==> config.mk <==
export PLATFORM = sky130hd
export DESIGN_NAME = mem_access
export DESIGN_NICKNAME = d
export VERILOG_FILES = /design/src/rtl/mem_access_pkg.sv /design/src/rtl/mem_access_align.sv /design/src/rtl/mem_access.sv
export SDC_FILE = /design/constraint.sdc
export NUM_CORES = 1
export LEC_CHECK = 0
export ABC_AREA = 1
export ABC_CLOCK_PERIOD_IN_PS = 1850
export BUFFER_PORTS_ARGS = -buffer_cell sky130_fd_sc_hd__buf_2
export CAP_MARGIN = 5
export CELL_PAD_IN_SITES_DETAIL_PLACEMENT = 0
export CELL_PAD_IN_SITES_GLOBAL_PLACEMENT = 1
export CORE_MARGIN = 2
export CORE_UTILIZATION = 21
export CTS_CLUSTER_DIAMETER = 30
export DETAILED_ROUTE_END_ITERATION = 8
export MAX_ROUTING_LAYER = met4
export PLACE_DENSITY_LB_ADDON = 0.3
export SYNTH_ARGS = -nofsm -noshare
export SYNTH_HDL_FRONTEND = slang
export SYNTH_SLANG_ARGS = --single-unit
==> constraint.sdc <==
create_clock -name clk -period 1.85 [get_ports clk]
set_input_delay 0.37 -clock clk [delete_from_list [all_inputs] [get_ports clk]]
set_output_delay 0.37 -clock clk [all_outputs]
set_load 0.005 [all_outputs]
==> src/rtl/mem_access_pkg.sv <==
// Shared types for the MEM stage: aluop encodings, pipeline payload structs,
// the transaction FSM state enum and small opcode classification helpers.
package project_types;

    typedef logic reset_status_t;
    localparam reset_status_t RST_ENABLE = 1'b1;

    localparam logic [7:0] EXE_LB_OP  = 8'b1110_0000;
    localparam logic [7:0] EXE_LBU_OP = 8'b1110_0100;
    localparam logic [7:0] EXE_LH_OP  = 8'b1110_0001;
    localparam logic [7:0] EXE_LHU_OP = 8'b1110_0101;
    localparam logic [7:0] EXE_LW_OP  = 8'b1110_0011;
    localparam logic [7:0] EXE_SB_OP  = 8'b1110_1000;
    localparam logic [7:0] EXE_SH_OP  = 8'b1110_1001;
    localparam logic [7:0] EXE_SW_OP  = 8'b1110_1011;
    localparam logic [7:0] EXE_LL_OP  = 8'b1111_0000;
    localparam logic [7:0] EXE_SC_OP  = 8'b1111_1000;

    typedef enum logic [1:0] {MEM_IDLE, MEM_WAIT, MEM_DONE} mem_state_t;

    typedef struct packed {
        logic        we;
        logic [4:0]  waddr;
        logic [31:0] wdata;
    } reg_t;

    typedef struct packed {
        logic [7:0]  aluop;
        logic [31:0] reg2;
    } alu_t;

    typedef logic [31:0] ram_addr_t;

    typedef struct packed {
        logic        we;
        logic [31:0] hi;
        logic [31:0] lo;
    } hilo_t;

    function automatic logic is_store_op(input logic [7:0] op);
        return (op == EXE_SB_OP) || (op == EXE_SH_OP) || (op == EXE_SW_OP) || (op == EXE_SC_OP);
    endfunction

    function automatic logic is_mem_op(input logic [7:0] op);
        return is_store_op(op) || (op == EXE_LB_OP) || (op == EXE_LBU_OP) || (op == EXE_LH_OP) ||
               (op == EXE_LHU_OP) || (op == EXE_LW_OP) || (op == EXE_LL_OP);
    endfunction

endpackage

==> src/rtl/mem_access_align.sv <==
// Byte-lane logic for big-endian data RAM: byte enables, store replication,
// load lane extraction with sign/zero extension, and misalignment detection.
module mem_align
    import project_types::*;
(
    input  logic [7:0]  aluop,
    input  logic [1:0]  offset,
    input  logic [31:0] store_src,
    input  logic [31:0] load_word,
    output logic [3:0]  sel,
    output logic [31:0] store_data,
    output logic [31:0] load_data,
    output logic        misaligned
);
    logic [7:0]  byte_lane;
    logic [15:0] half_lane;
    logic [3:0]  byte_sel;
    logic [3:0]  half_sel;

    always_comb begin
        byte_lane = load_word[31:24];
        case (offset)
            2'b01:   byte_lane = load_word[23:16];
            2'b10:   byte_lane = load_word[15:8];
            2'b11:   byte_lane = load_word[7:0];
            default: byte_lane = load_word[31:24];
        endcase
        half_lane = offset[1] ? load_word[15:0] : load_word[31:16];
        byte_sel  = 4'b1000 >> offset;
        half_sel  = offset[1] ? 4'b0011 : 4'b1100;
    end

    always_comb begin
        sel        = 4'b0000;
        store_data = 32'h0;
        load_data  = 32'h0;
        misaligned = 1'b0;
        case (aluop)
            EXE_LB_OP: begin
                sel       = byte_sel;
                load_data = {{24{byte_lane[7]}}, byte_lane};
            end
            EXE_LBU_OP: begin
                sel       = byte_sel;
                load_data = {24'h0, byte_lane};
            end
            EXE_LH_OP: begin
                sel        = half_sel;
                misaligned = offset[0];
                load_data  = {{16{half_lane[15]}}, half_lane};
            end
            EXE_LHU_OP: begin
                sel        = half_sel;
                misaligned = offset[0];
                load_data  = {16'h0, half_lane};
            end
            EXE_LW_OP, EXE_LL_OP: begin
                sel        = 4'b1111;
                misaligned = |offset;
                load_data  = load_word;
            end
            EXE_SB_OP: begin
                sel        = byte_sel;
                store_data = {4{store_src[7:0]}};
            end
            EXE_SH_OP: begin
                sel        = half_sel;
                misaligned = offset[0];
                store_data = {2{store_src[15:0]}};
            end
            EXE_SW_OP, EXE_SC_OP: begin
                sel        = 4'b1111;
                misaligned = |offset;
                store_data = store_src;
            end
            default: ;
        endcase
    end

endmodule

==> src/rtl/mem_access.sv <==
// MEM stage: passes ALU results through and runs request/ack data-RAM transactions.
// Define MEM_LLBIT_EN to add the LL/SC reservation bit.
module mem_access
    import project_types::*;
#(
    parameter int RAM_AW = 32
) (
    input  logic              clk,
    input  reset_status_t     rst,
    input  reg_t              mem_wreg_i,
    input  alu_t              mem_alu_i,
    input  logic [RAM_AW-1:0] mem_ramaddr_i,
    input  hilo_t             mem_hilo_i,
    output reg_t              wb_wreg_o,
    output hilo_t             wb_hilo_o,
    output logic              stallreq_o,
    output logic              addr_err_o,
    output logic              ram_req_o,
    output logic              ram_we_o,
    output logic [RAM_AW-1:0] ram_addr_o,
    output logic [3:0]        ram_sel_o,
    output logic [31:0]       ram_wdata_o,
    input  logic [31:0]       ram_rdata_i,
    input  logic              ram_ack_i
);
    mem_state_t  state_q, state_d;
    logic [31:0] rdata_q, rdata_d;
    logic [3:0]  sel;
    logic [31:0] store_data;
    logic [31:0] load_data;
    logic        misaligned;
    logic        is_mem;
    logic        is_store;
    logic        is_sc;
    logic        sc_fail;
    logic        issue;

    mem_align u_align (
        .aluop      (mem_alu_i.aluop),
        .offset     (mem_ramaddr_i[1:0]),
        .store_src  (mem_alu_i.reg2),
        .load_word  (rdata_q),
        .sel        (sel),
        .store_data (store_data),
        .load_data  (load_data),
        .misaligned (misaligned)
    );

    assign is_mem   = is_mem_op(mem_alu_i.aluop);
    assign is_store = is_store_op(mem_alu_i.aluop);
    assign is_sc    = (mem_alu_i.aluop == EXE_SC_OP);

`ifdef MEM_LLBIT_EN
    logic llbit_q, llbit_d;

    // A failed SC resolves in IDLE without touching the bus.
    assign sc_fail = is_sc && !llbit_q;

    always_comb begin
        llbit_d = llbit_q;
        if (state_q == MEM_DONE && is_mem) begin
            if (mem_alu_i.aluop == EXE_LL_OP) begin
                llbit_d = 1'b1;
            end else if (is_sc) begin
                llbit_d = 1'b0;
            end
        end
    end

    always_ff @(posedge clk) begin
        if (rst == RST_ENABLE) begin
            llbit_q <= 1'b0;
        end else begin
            llbit_q <= llbit_d;
        end
    end
`else
    assign sc_fail = 1'b0;
`endif

    always_comb begin
        state_d     = state_q;
        rdata_d     = rdata_q;
        issue       = 1'b0;
        wb_wreg_o   = mem_wreg_i;
        wb_hilo_o   = mem_hilo_i;
        stallreq_o  = 1'b0;
        addr_err_o  = 1'b0;
        ram_req_o   = 1'b0;
        ram_we_o    = 1'b0;
        ram_addr_o  = '0;
        ram_sel_o   = 4'b0000;
        ram_wdata_o = 32'h0;

        if (rst == RST_ENABLE) begin
            wb_wreg_o = '0;
            wb_hilo_o = '0;
            state_d   = MEM_IDLE;
        end else if (is_mem) begin
            case (state_q)
                MEM_IDLE: begin
                    if (misaligned) begin
                        addr_err_o   = 1'b1;
                        wb_wreg_o.we = 1'b0;
                    end else if (sc_fail) begin
                        wb_wreg_o.we    = 1'b1;
                        wb_wreg_o.wdata = 32'h0;
                    end else begin
                        issue   = 1'b1;
                        state_d = ram_ack_i ? MEM_DONE : MEM_WAIT;
                    end
                end
                MEM_WAIT: begin
                    issue = 1'b1;
                    if (ram_ack_i) begin
                        state_d = MEM_DONE;
                    end
                end
                MEM_DONE: begin
                    state_d = MEM_IDLE;
                    if (is_sc) begin
                        wb_wreg_o.we    = 1'b1;
                        wb_wreg_o.wdata = 32'd1;
                    end else if (!is_store) begin
                        wb_wreg_o.wdata = load_data;
                    end
                end
                default: state_d = MEM_IDLE;
            endcase

            // Register write is held off until DONE presents the final value.
            if (issue) begin
                if (ram_ack_i) begin
                    rdata_d = ram_rdata_i;
                end
                wb_wreg_o.we = 1'b0;
                stallreq_o   = 1'b1;
                ram_req_o    = 1'b1;
                ram_we_o     = is_store;
                ram_addr_o   = {mem_ramaddr_i[RAM_AW-1:2], 2'b00};
                ram_sel_o    = sel;
                ram_wdata_o  = is_store ? store_data : 32'h0;
            end
        end else begin
            state_d = MEM_IDLE;
        end
    end

    always_ff @(posedge clk) begin
        if (rst == RST_ENABLE) begin
            state_q <= MEM_IDLE;
            rdata_q <= 32'h0;
        end else begin
            state_q <= state_d;
            rdata_q <= rdata_d;
        end
    end

endmodule

### Word level (Yosys, flattened, before mapping)

Index checks and enable logic that the tools add are counted.

| cells by class | value |
|---|---|
| eq/ne operators | 17 |
| reduce and logical (&&, ||, !) cells | 19 |
| shifts and indexed selects | 1 |
| bitwise gates (word level) | 1 |
| muxes and demuxes | 48 |

Operators by type and width:

| operator | count |
|---|---|
| $mux W32 | 12 |
| $pmux W32 S5 | 1 |
| $pmux W32 S3 | 1 |
| $eq A8 B8 Y1 const B | 10 |
| $mux W65 | 1 |
| $pmux W8 S3 | 1 |
| $mux W1 | 18 |
| $mux W16 | 1 |
| $mux W4 | 4 |
| $pmux W4 S3 | 1 |
| $logic_or A1 B1 Y1 | 9 |
| $reduce_or A2 Y1 | 4 |
| $eq A2 B2 Y1 const B | 3 |
| $mux W2 | 3 |
| $pmux W1 S2 | 3 |
| $reduce_or A3 Y1 | 2 |
| $mux W5 | 1 |
| $eq A2 B1 Y1 const B | 2 |
| $ne A2 B2 Y1 const B | 2 |
| $pmux W2 S2 | 1 |
| $reduce_or A4 Y1 | 1 |
| $shr A4 B2 Y4 const A | 1 |
| $reduce_and A3 Y1 | 1 |
| $logic_not A2 Y1 | 1 |
| other kinds (2) | 2 |

| storage, ports and cells | value |
|---|---|
| output and inout bits | 175 |
| logic and storage cells | 88 |
| bits in registers | 34 |
| input port bits | 210 |

### Logic depth before layout (Yosys ltp)

Gate-level depths: netlist of the first run.

| logic depth | value |
|---|---|
| depth in word-level cells | 15 |
| gate-level depth with buffers | 14 |
| depth with buffers taken out | 13 |

### Cells and area by module

Synthesis of the first run repeated with hierarchy kept, for this count alone.

| second synthesis, totals | value |
|---|---|
| cell total of the unflattened synthesis | 1145 |
| area total of the unflattened synthesis | 5564.1 um^2 |

By module, submodules not included:

| module | instances | seq. area each (um^2) | cells an instance | area each (um^2) |
|---|---|---|---|---|
| mem_access | 1 | 680.7 | 790 | 3882.5 |
| mem_align | 1 | 0.0 | 355 | 1681.6 |

### Least setup slack after synthesis of the first run

No wires, ideal clock.

| path | value |
|---|---|
| path kind | input port to output port |
| start point | in mem_alu_i[38] in the netlist's numbering |
| end point | out ram_wdata_o[10] |
| data arrival time | 1656 ps |
| slack | -176 ps |
| required time | 1480 ps |
| stages on the path | 11 |
| path buffers | 1 |
| cells stage by stage | nand2_1 -> nor2_4 -> nand2_1 -> nand2_4 -> nor2_4 -> nand3_2 -> nand2_2 -> nor2_4 -> nand2_4 -> buf_2 -> nor2_1 |

| between the ends | value |
|---|---|
| cells in the longest elaborated chain, start to end | 12 |
| elaborated cells between the ends (all ways) | 32 |
| classes of those cells | eq/ne (10); mux (10); reduce/logical (12) |

Ends and longest elaborated chain:

| what | RTL line | RTL |
|---|---|---|
| start, declared | mem_access.sv:11 | `input alu_t mem_alu_i,` |
| branches (longest 10 deep; another with $mux W32) | -- |  |
| $mux W32 (*) | mem_access.sv:99 | `end else if (is_mem) begin` |
| $mux W32 (*) | mem_access.sv:95 | `if (rst == RST_ENABLE) begin` |
| end, declared | mem_access.sv:22 | `output logic [31:0] ram_wdata_o,` |

Mark *: on every way between the ends. The select of a mux whose other input is x is not followed.

### Worst setup path in the final report of the first run

| path | value |
|---|---|
| start point | in mem_alu_i[36] in the netlist's numbering |
| end point | out ram_wdata_o[17] |

Same word-level chain as after synthesis.

==> results of run 1 <==
[cell families (layout without fill, tap and decap cells)]
group | after synthesis | count (layout) | synth area share [%]
AND/OR/NAND/NOR | 564 | 565 | 50.6
buffers and inverters | 267 | 749 | 23.2
AO/OA/AOI/OAI | 78 | 78 | 10.6
flip-flops | 34 | 34 | 14.6
multiplexers | 4 | 4 | 0.859
other | 1 | 5 | 0.0804
[stage by stage]
step           worst slack (ps)  std cells  hold WS (ps)  power (mW)  TNS [ps]
2_1_floorplan              -107        949           455        1.15     -7400
3_3_place_gp               -523       1678           470        1.70    -53810
3_5_place_dp               -521       1678           483        1.70    -55820
4_1_cts                    -418       1699           409        2.57    -37410
5_1_grt                    -579       1715           412        2.76    -55080
6_report                   -474       1715           408        2.62    -41740
[cell usage in the layout (no fill, tap or decap), drive strengths merged, types with 3 or more instances in the layout]
cell / n
o21ai: 25
mux2i: 4
nor2: 304
inv: 212
nand3: 26
dfxtp: 34
a21oi: 19
nand2: 190
or2: 3
buf: 517
clkinv: 3
diode: 3
nor3: 3
nand4: 37
a221oi: 15
clkbuf: 15
o211ai: 15
[cell type report]
cell class,instances,share of cell area [%]
clock buffer,6,1.39
inverter,216,9.22
clock inverter,1,0.0813
tap,280,3.79
antenna,3,0.0813
sequential,34,7.37
multi-input combinational,649,40.0
timing repair buffer,526,38.0
[worst paths after layout]
path / startpoint / endpoint / cells past startpoint / slack, ps
max: mem_alu_i[36] / ram_wdata_o[17] / 17 / -470
min: ram_ack_i / state_q[0] / 2 / 410
max reg2reg: state_q[0] / rdata_q[1] / 9 / 500
min reg2reg: rdata_q[20] / rdata_q[20] / 2 / 490
[layer usage]
layer	share of wire [%]	vias to the layer above	GRT usage (%)
met2	49	266	36.6
met1	41	3238	25.6
li1	-	3821	-
met5	0	-	-
met4	2.9	0	6.04
met3	6.3	38	4.17
[flip-flops by register name, summed over array words and instances, names as in the netlist]
| name | cells |
|---|---|
| rdata_q | 32 |
| state_q | 2 |
[synth_stat cells (3+ instances only)]
cell type | count | area (um^2)
mux2i_1 | 4 | 40.0
nor3_1 | 3 | 15.0
nand4_1 | 37 | 231
dfxtp_1 | 34 | 681
clkbuf_1 | 21 | 78.8
or2_2 | 3 | 18.8
inv_1 | 210 | 788
o21ai_0 | 25 | 125
nor2_1 | 296 | 1110
nand2_4 | 4 | 45.0
o211ai_1 | 15 | 113
nand2_2 | 6 | 37.5
buf_4 | 6 | 45.0
buf_1 | 7 | 26.3
nor2_4 | 5 | 56.3
a221oi_1 | 15 | 131
nand3_1 | 24 | 120
buf_2 | 11 | 55.1
inv_2 | 4 | 15.0
a21oi_1 | 19 | 95.1
nor2_2 | 3 | 18.8
buf_6 | 6 | 67.6
nand2_1 | 179 | 672
[power by group]
| group | switching, mW | internal, mW |
|---|---|---|
| Clock | 0.321 | 0.492 |
| Sequential | 0.0165 | 0.747 |
| Combinational | 0.539 | 0.503 |
| Total | 0.877 | 1.74 |
[timing repair]
| item | 4_1_cts | 5_1_grt |
|---|---|---|
| pin swaps | 28 | 45 |
| buffers inserted | 14 | 6 |
| gates resized for setup | 126 | 121 |
| gates cloned | 1 | 12 |
| setup endpoints to repair | 133 | 135 |
==> results.py, run 1 <==
metrics = {
    "run_status": {
        "outcome": "finished with violations",
        "failed_checks": "negative setup slack",
    },
    "synth": {
        "yosysWarnings": 0,
        "async_reset_ff_share_pct": 0,
        "synth.distinct_cells": 31,
        "syn_area_um2": 4660,
        "synth_enable_flop_cells": 0,
        "syn_avg_cell_area_um2": 4.92,
        "postSynthCellCount": 948,
        "synth_ff_type": "dfxtp_1",
        "synth-seq-cells": 34,
        "ys_seq_area_share_pct": 14.6,
    },
    "worst_setup_path": {
        "max_stage_delay_ps": 210,
        "cp_top_family": "simple AND/OR/NAND/NOR gates",
        "critical_path.max_fanout": 8,
        "critPathLaunchType": "input pin",
        "crit_arrival_ps": 1950,
        "end_kind": "primary output",
        "cpMaxStageDelayCell": "clkbuf_16",
        "crit_path_cell_trace": "buf_8 -> clkinv_4 -> nand2_4 -> nor2_4 -> buf_4 -> buf_6 -> nand2_4 -> nand2_2 -> nand2_1 -> nand2_2 -> nand2_4 -> nand2_4 -> nor2_4 -> nand2_4 -> clkbuf_16 -> nor2_4 -> buf_2",
        "criticalPathCategory": "input pin to primary output",
        "cp_num_buf_inv": 6,
        "crit_required_ps": 1480,
        "cpMostUsedCell": "nand2_4",
    },
    "grt": {
        "grt_remaining_overflow": 0,
        "grt_pass1_vias": 7067,
        "grt_pass1_wl_mm": 38.6,
        "antenna_found_initial": 3,
        "grt_usage_pct": 21.4,
        "grt_max_degree": 78,
    },
    "timing": {
        "fmax_ghz": 0.430,
        "final.period_utilization_pct": 126,
        "fin_skew_ps": 3.63,
        "rsz0062_at_grt": "true",
        "drv_slew": 0,
        "period_needed_ps": 2320,
        "final.setup.worst_slack_ps": -474,
        "finalHoldViolCount": 0,
        "setup-violations-final": 103,
    },
    "cts": {
        "postCtsHoldBufs": 0,
        "cts_root_buffer": "clkbuf_16",
        "clock_sinks": 34,
        "h-tree-depth": 2,
        "tritoncts": "done",
        "clk_latency_ps": 280,
        "path_clk_slew_ps": 60,
        "cts_made_buffers": 5,
        "cts_buffer_depth": 2,
    },
    "final_layout": {
        "seqCellArea_um2": 681,
        "final_area_um2": 9240,
        "multi_input_area_um2": 3700,
        "drive_gt1_share_pct": 50.7,
        "fill_cells": 2435,
        "post-route-util_pct": 42.3,
        "area_growth_pct": 98.1,
        "fin_nets": 1642,
    },
    "route": {
        "drt_iter0_drc": 361,
        "wirelength_mm": 26.3,
        "avgRoutedWirePerCell_um": 15.3,
        "vias": 7363,
        "drtAntennaViolNets": 0,
        "drcViolationCount": 0,
        "firstDrtPassIters": 5,
        "viasPerCell": 4.29,
    },
    "floorplan": {
        "fp.dieW_um": 153,
        "dieArea_um2": 23400,
        "start_util_pct": 21.4,
        "ioPinCount": 385,
        "rows": 54,
        "die_y_um": 153,
        "fp.coreArea_um2": 21800,
    },
    "job": {
        "drv_cap": 0,
    },
    "place": {
        "io_buffers": 382,
        "dp_hpwl_mm": 21.1,
        "gp_congestion": 0.962,
        "post_dp_cell_area_um2": 7860,
    },
    "power_and_ir_drop": {
        "peakVddDrop_v": 0.000303,
        "p_leak_nw": 5.54,
        "power_density_nw_per_um2": 283,
    },
    "min_path": {
        "hold_path.class": "input pin to register",
    },
}
Note: power is estimated with default switching activity, not from simulation.
==> run 2, diff against run 1 <==
- MAX_ROUTING_LAYER: met4 -> not set
==> results.py, run 2 (same netlist as run 1, synthesis figures left out) <==
metrics = {
    "run_status": {
        "failed_checks": "negative setup slack",
        "outcome": "finished with violations",
    },
    "cts": {
        "path_clk_slew_ps": 50,
        "h-tree-depth": 2,
        "postCtsHoldBufs": 0,
        "clock_sinks": 34,
        "clk_latency_ps": 290,
        "cts_made_buffers": 5,
        "tritoncts": "done",
        "cts_root_buffer": "clkbuf_16",
        "cts_buffer_depth": 2,
    },
    "route": {
        "drtAntennaViolNets": 0,
        "viasPerCell": 4.27,
        "vias": 7257,
        "drt_iter0_drc": 345,
        "firstDrtPassIters": 5,
        "drcViolationCount": 0,
        "avgRoutedWirePerCell_um": 14.9,
        "wirelength_mm": 25.3,
    },
    "worst_setup_path": {
        "cp_top_family": "simple AND/OR/NAND/NOR gates",
        "critical_path_depth": 13,
        "worstRegToRegCells": 7,
        "cp_num_buf_inv": 5,
        "critical_path.max_fanout": 9,
        "rr_endpoint": "rdata_q[31]",
        "crit-reg2reg-launch": "state_q[0]",
        "critPathLaunchType": "input pin",
        "crit_arrival_ps": 1890,
        "endpoint": "ram_wdata_o[11]",
        "end_kind": "primary output",
        "max_stage_delay_ps": 210,
        "r2r_slack_ps": 470,
        "worstSetupStartpoint": "mem_alu_i[36]",
        "crit_required_ps": 1480,
        "crit_path_cell_trace": "buf_8 -> clkinv_4 -> nand2_4 -> nor2_4 -> o211ai_1 -> buf_4 -> nand3_4 -> nand2_4 -> nor2_4 -> nand2_4 -> clkbuf_16 -> nor2_4 -> buf_6",
        "cpMaxStageDelayCell": "clkbuf_16",
        "criticalPathCategory": "input pin to primary output",
    },
    "final_layout": {
        "top_register": "rdata_q",
        "top_regs": "rdata_q: 32 flops, state_q: 2 flops",
        "area_growth_pct": 86.2,
        "stdcell_count": 1700,
        "layout_commonest_cell": "buf_2",
        "largest_reg_flops": 32,
        "mostFrequentLayoutCells": "buf_2, nor2_1, inv_1",
        "final_area_um2": 8680,
        "fin_nets": 1628,
        "drive_gt1_share_pct": 46.5,
    },
    "power_and_ir_drop": {
        "p_leak_nw": 5.39,
        "peakVddDrop_v": 0.000315,
        "power_density_nw_per_um2": 313,
    },
    "place": {
        "preCtsSetupSlack_ps": -523,
        "post_dp_cell_area_um2": 7830,
        "io_buffers": 382,
        "placed_cells": 1673,
        "gp_congestion": 0.931,
        "dp_hpwl_mm": 20.9,
    },
    "timing": {
        "final.setup.worst_slack_ps": -411,
        "finalHoldViolCount": 0,
        "rsz0062_at_grt": "true",
        "fmax_ghz": 0.442,
        "period_needed_ps": 2260,
        "final.period_utilization_pct": 122,
        "setup-violations-final": 103,
        "drv_slew": 0,
        "fin_skew_ps": 3.05,
        "hold_ws_ps": 394,
    },
    "floorplan": {
        "dieArea_um2": 23400,
        "die_y_um": 153,
        "start_util_pct": 21.4,
        "rows": 54,
        "fp.coreArea_um2": 21800,
        "fp.dieW_um": 153,
        "ioPinCount": 385,
    },
    "grt": {
        "grt_usage_pct": 20.6,
        "grt_remaining_overflow": 0,
        "grt_pass1_vias": 7162,
        "antenna_found_initial": 3,
        "grt_pass1_wl_mm": 38.4,
        "grt_max_degree": 78,
    },
    "job": {
        "drv_cap": 0,
    },
    "min_path": {
        "hold_path.class": "input pin to register",
    },
}
## run 2: changes by cell type in the layout (fill, tap and decap cells not counted), moves of 7 or more
cell     change
nand2_2      +7
nor2_1      +32
nor2_2      -13
nand2_1      +9
nand2_4     -15
nor2_4      -19
## run 2: routing by layer
metal  share of wire (%)  vias up  wire length [um]  track usage, %
met5               0.051        -                13               0
met4                 2.2        2               567            4.98
met3                 6.2       35              1570            3.91
met2                  49      250             12400            37.1
met1                  42     3193             10700            25.2
li1                    -     3777                 -               -
## run 2: repair_timing
action,in CTS,in global routing
buffers inserted,8,3
endpoints found under the setup margin,133,126
gates cloned,1,6
resized for setup,75,70
pin swaps,19,18
## run 2: worst reg2reg max path: stages, from the launching register on
cell	delay [ps]
dfxtp_1	340
nor2_1	80
nand2_4	80
buf_4	120
buf_4	310
nand4_1	210
nand2_1	100
nor2_1	40
## run 2: worst min path at each step
stage | slack [ps] | from | endpoint | cells past startpoint
floorplan | 460 | rdata_q[20] | rdata_q[20] | 2
global placement | 470 | rdata_q[25] | rdata_q[25] | 2
detailed placement | 480 | rdata_q[20] | rdata_q[20] | 2
CTS | 400 | ram_ack_i | state_q[0] | 2
global route | 420 | ram_ack_i | state_q[0] | 2
finish | 390 | ram_ack_i | state_q[0] | 2
## run 2: area by class of cell
cell class	instances	area, um^2
clock buffers	6	139
multi-input cells	648	3340
inverters	216	848
fillers	2497	13100
well taps	280	350
clock inverters	1	30.0
diodes	2	5.00
flip-flops and latches	34	681
repair buffers	513	3290
## run 2: stage by stage
| step | power, mW | TNS, ps | util (%) |
|---|---|---|---|
| after floorplan | 1.15 | -7400 | - |
| after global placement | 1.70 | -54220 | 35.9 |
| after detailed placement | 1.70 | -54530 | 35.9 |
| after CTS | 2.70 | -35900 | 38.1 |
| after global routing | 2.88 | -47710 | 39.8 |
| final | 2.72 | -36240 | 39.8 |
## run 2: where the power goes
part | internal (mW) | switching (mW) | leakage, nW
sequential | 0.747 | 0.0156 | 0.275
combinational | 0.476 | 0.503 | 5.04
clock | 0.664 | 0.313 | 0.0830
total | 1.89 | 0.832 | 5.39
==> run 3, diff against run 2 <==
- ABC_CLOCK_PERIOD_IN_PS: 1850 -> 2700
- CORE_AREA: not set -> 2 2 148 150
- CORE_MARGIN: 2 -> not set
- CORE_UTILIZATION: 21 -> not set
- DIE_AREA: not set -> 0 0 150 152
- clock period: 1.85 -> 2.7 ns (I/O delays scaled with it)
==> results.py, run 3 (same netlist as run 1, synthesis figures left out) <==
metrics = {
    "power_and_ir_drop": {
        "power_mw": 1.90,
        "power_density_nw_per_um2": 233,
        "p_seq_share_pct": 27.5,
        "peakVddDrop_v": 0.000194,
        "intPower_mw": 1.34,
        "switchingPower_mw": 0.567,
        "p_leak_nw": 5.08,
        "clkPwrFrac_pct": 39.5,
        "p_comb_share_pct": 33.0,
        "power.switching_fraction_pct": 29.8,
    },
    "timing": {
        "finalHoldViolCount": 0,
        "fin_skew_ps": 2.39,
        "relSlewSlack_pct": 66.0,
        "drv_slew": 0,
        "setup-violations-final": 1,
        "final.setup.worst_slack_ps": -8.40,
        "rsz0062_at_grt": "true",
        "final.period_utilization_pct": 100,
        "period_needed_ps": 2710,
        "tightest_slew_ps": 510,
        "fmax_ghz": 0.369,
    },
    "run_status": {
        "failed_checks": "negative setup slack",
        "outcome": "finished with violations",
    },
    "final_layout": {
        "fill_cells": 2509,
        "mostFrequentLayoutCells": "buf_2, nor2_1, inv_1",
        "layout_commonest_cell": "buf_2",
        "largest_reg_flops": 32,
        "fin_nets": 1578,
        "drive_gt1_share_pct": 43.9,
        "final_area_um2": 8170,
        "top_register": "rdata_q",
        "top_regs": "rdata_q: 32 flops, state_q: 2 flops",
        "area_growth_pct": 75.2,
    },
    "route": {
        "vias": 7110,
        "wirelength_mm": 25.1,
        "drt_iter0_drc": 417,
        "drtAntennaViolNets": 0,
        "firstDrtPassIters": 5,
        "drcViolationCount": 0,
        "avgRoutedWirePerCell_um": 15.2,
        "viasPerCell": 4.30,
    },
    "cts": {
        "postCtsHoldBufs": 0,
        "cts_buffer_depth": 2,
        "path_clk_slew_ps": 60,
        "clk_latency_ps": 280,
        "clock_sinks": 34,
        "cts_root_buffer": "clkbuf_16",
        "tritoncts": "done",
        "h-tree-depth": 2,
        "cts_made_buffers": 5,
    },
    "worst_setup_path": {
        "crit_required_ps": 2160,
        "critPathLaunchType": "input pin",
        "crit_arrival_ps": 2170,
        "criticalPathCategory": "input pin to primary output",
        "end_kind": "primary output",
        "critical_path.max_fanout": 7,
    },
    "grt": {
        "grt_pass1_wl_mm": 36.7,
        "grt_pass1_vias": 6738,
        "grt_remaining_overflow": 0,
        "antenna_found_initial": 6,
        "grt_max_degree": 56,
        "grt_usage_pct": 20.5,
    },
    "floorplan": {
        "rows": 54,
        "dieArea_um2": 22800,
        "start_util_pct": 21.8,
        "die_y_um": 152,
        "fp.dieW_um": 150,
        "ioPinCount": 385,
        "fp.coreArea_um2": 21400,
    },
    "place": {
        "dp_hpwl_mm": 20.6,
        "preCtsSetupSlack_ps": -94.4,
        "io_buffers": 382,
        "post_dp_cell_area_um2": 7200,
        "gp_congestion": 0.897,
    },
    "job": {
        "drv_cap": 0,
    },
    "min_path": {
        "hold_path.class": "register to register",
    },
}
[run 3: cell type report]
cell class	count	area [um^2]	share of cell area (%)
Inverter	216	828	10.1
Tap cell	280	350	4.29
Antenna cell	5	12.5	0.153
Timing Repair Buffer	462	2770	33.9
Clock inverter	3	68.8	0.843
Clock buffer	5	125	1.53
Sequential cell	34	681	8.33
Multi-Input combinational cell	649	3330	40.8
[run 3: power by group through the flow]
stage | logic [mW] | clock network (mW) | registers, mW
finish | 0.629 | 0.752 | 0.523
global route | 0.707 | 0.788 | 0.524
CTS | 0.591 | 0.766 | 0.523
detailed placement | 0.585 | 0 | 0.534
global placement | 0.586 | 0 | 0.534
floorplan | 0.248 | 0 | 0.528
[run 3: final timing paths]
kind	from	slack, ps	end	cells after the start
max	mem_alu_i[36]	-8	ram_wdata_o[22]	14
min	rdata_q[26]	490	rdata_q[26]	2
max reg2reg	state_q[1]	1300	rdata_q[20]	7
min reg2reg	rdata_q[26]	490	rdata_q[26]	2
[run 3: per-stage QoR]
stage          hold WS (ps)  setup TNS, ps  util [%]  instances
4_1_cts                 490              0      34.9       1634
3_5_place_dp            480          -2450      33.7       1621
5_1_grt                 500          -4930      38.2       1653
3_3_place_gp            472           -677      33.7       1621
2_1_floorplan           455              0         -        949
6_report                492          -8.40      38.3       1654
[run 3: critical path, stage by stage]
cell       delay [ps]
buf_6             100
inv_2              40
nand2_2            50
nor2_4            190
o211ai_1          170
buf_4             180
nand3_4           100
nand2_4            60
nor2_4            130
buf_12            140
nand2_8            80
clkbuf_16         170
nor2_2             90
buf_2             120
[run 3: repair_timing]
action / in CTS / in global routing
endpoints found under the setup margin: 66 / 100
cloned: 0 / 8
buffers inserted: 5 / 8
gates resized for setup: 12 / 150
pin swaps: 4 / 33
[run 3: routing by layer]
layer | vias up | global-route usage [%] | wire length, um
li1 | 3674 | - | -
met1 | 3142 | 26.7 | 11000
met2 | 262 | 33.2 | 11600
met3 | 28 | 5.71 | 2060
met4 | 4 | 5.35 | 421
met5 | - | 0 | 20
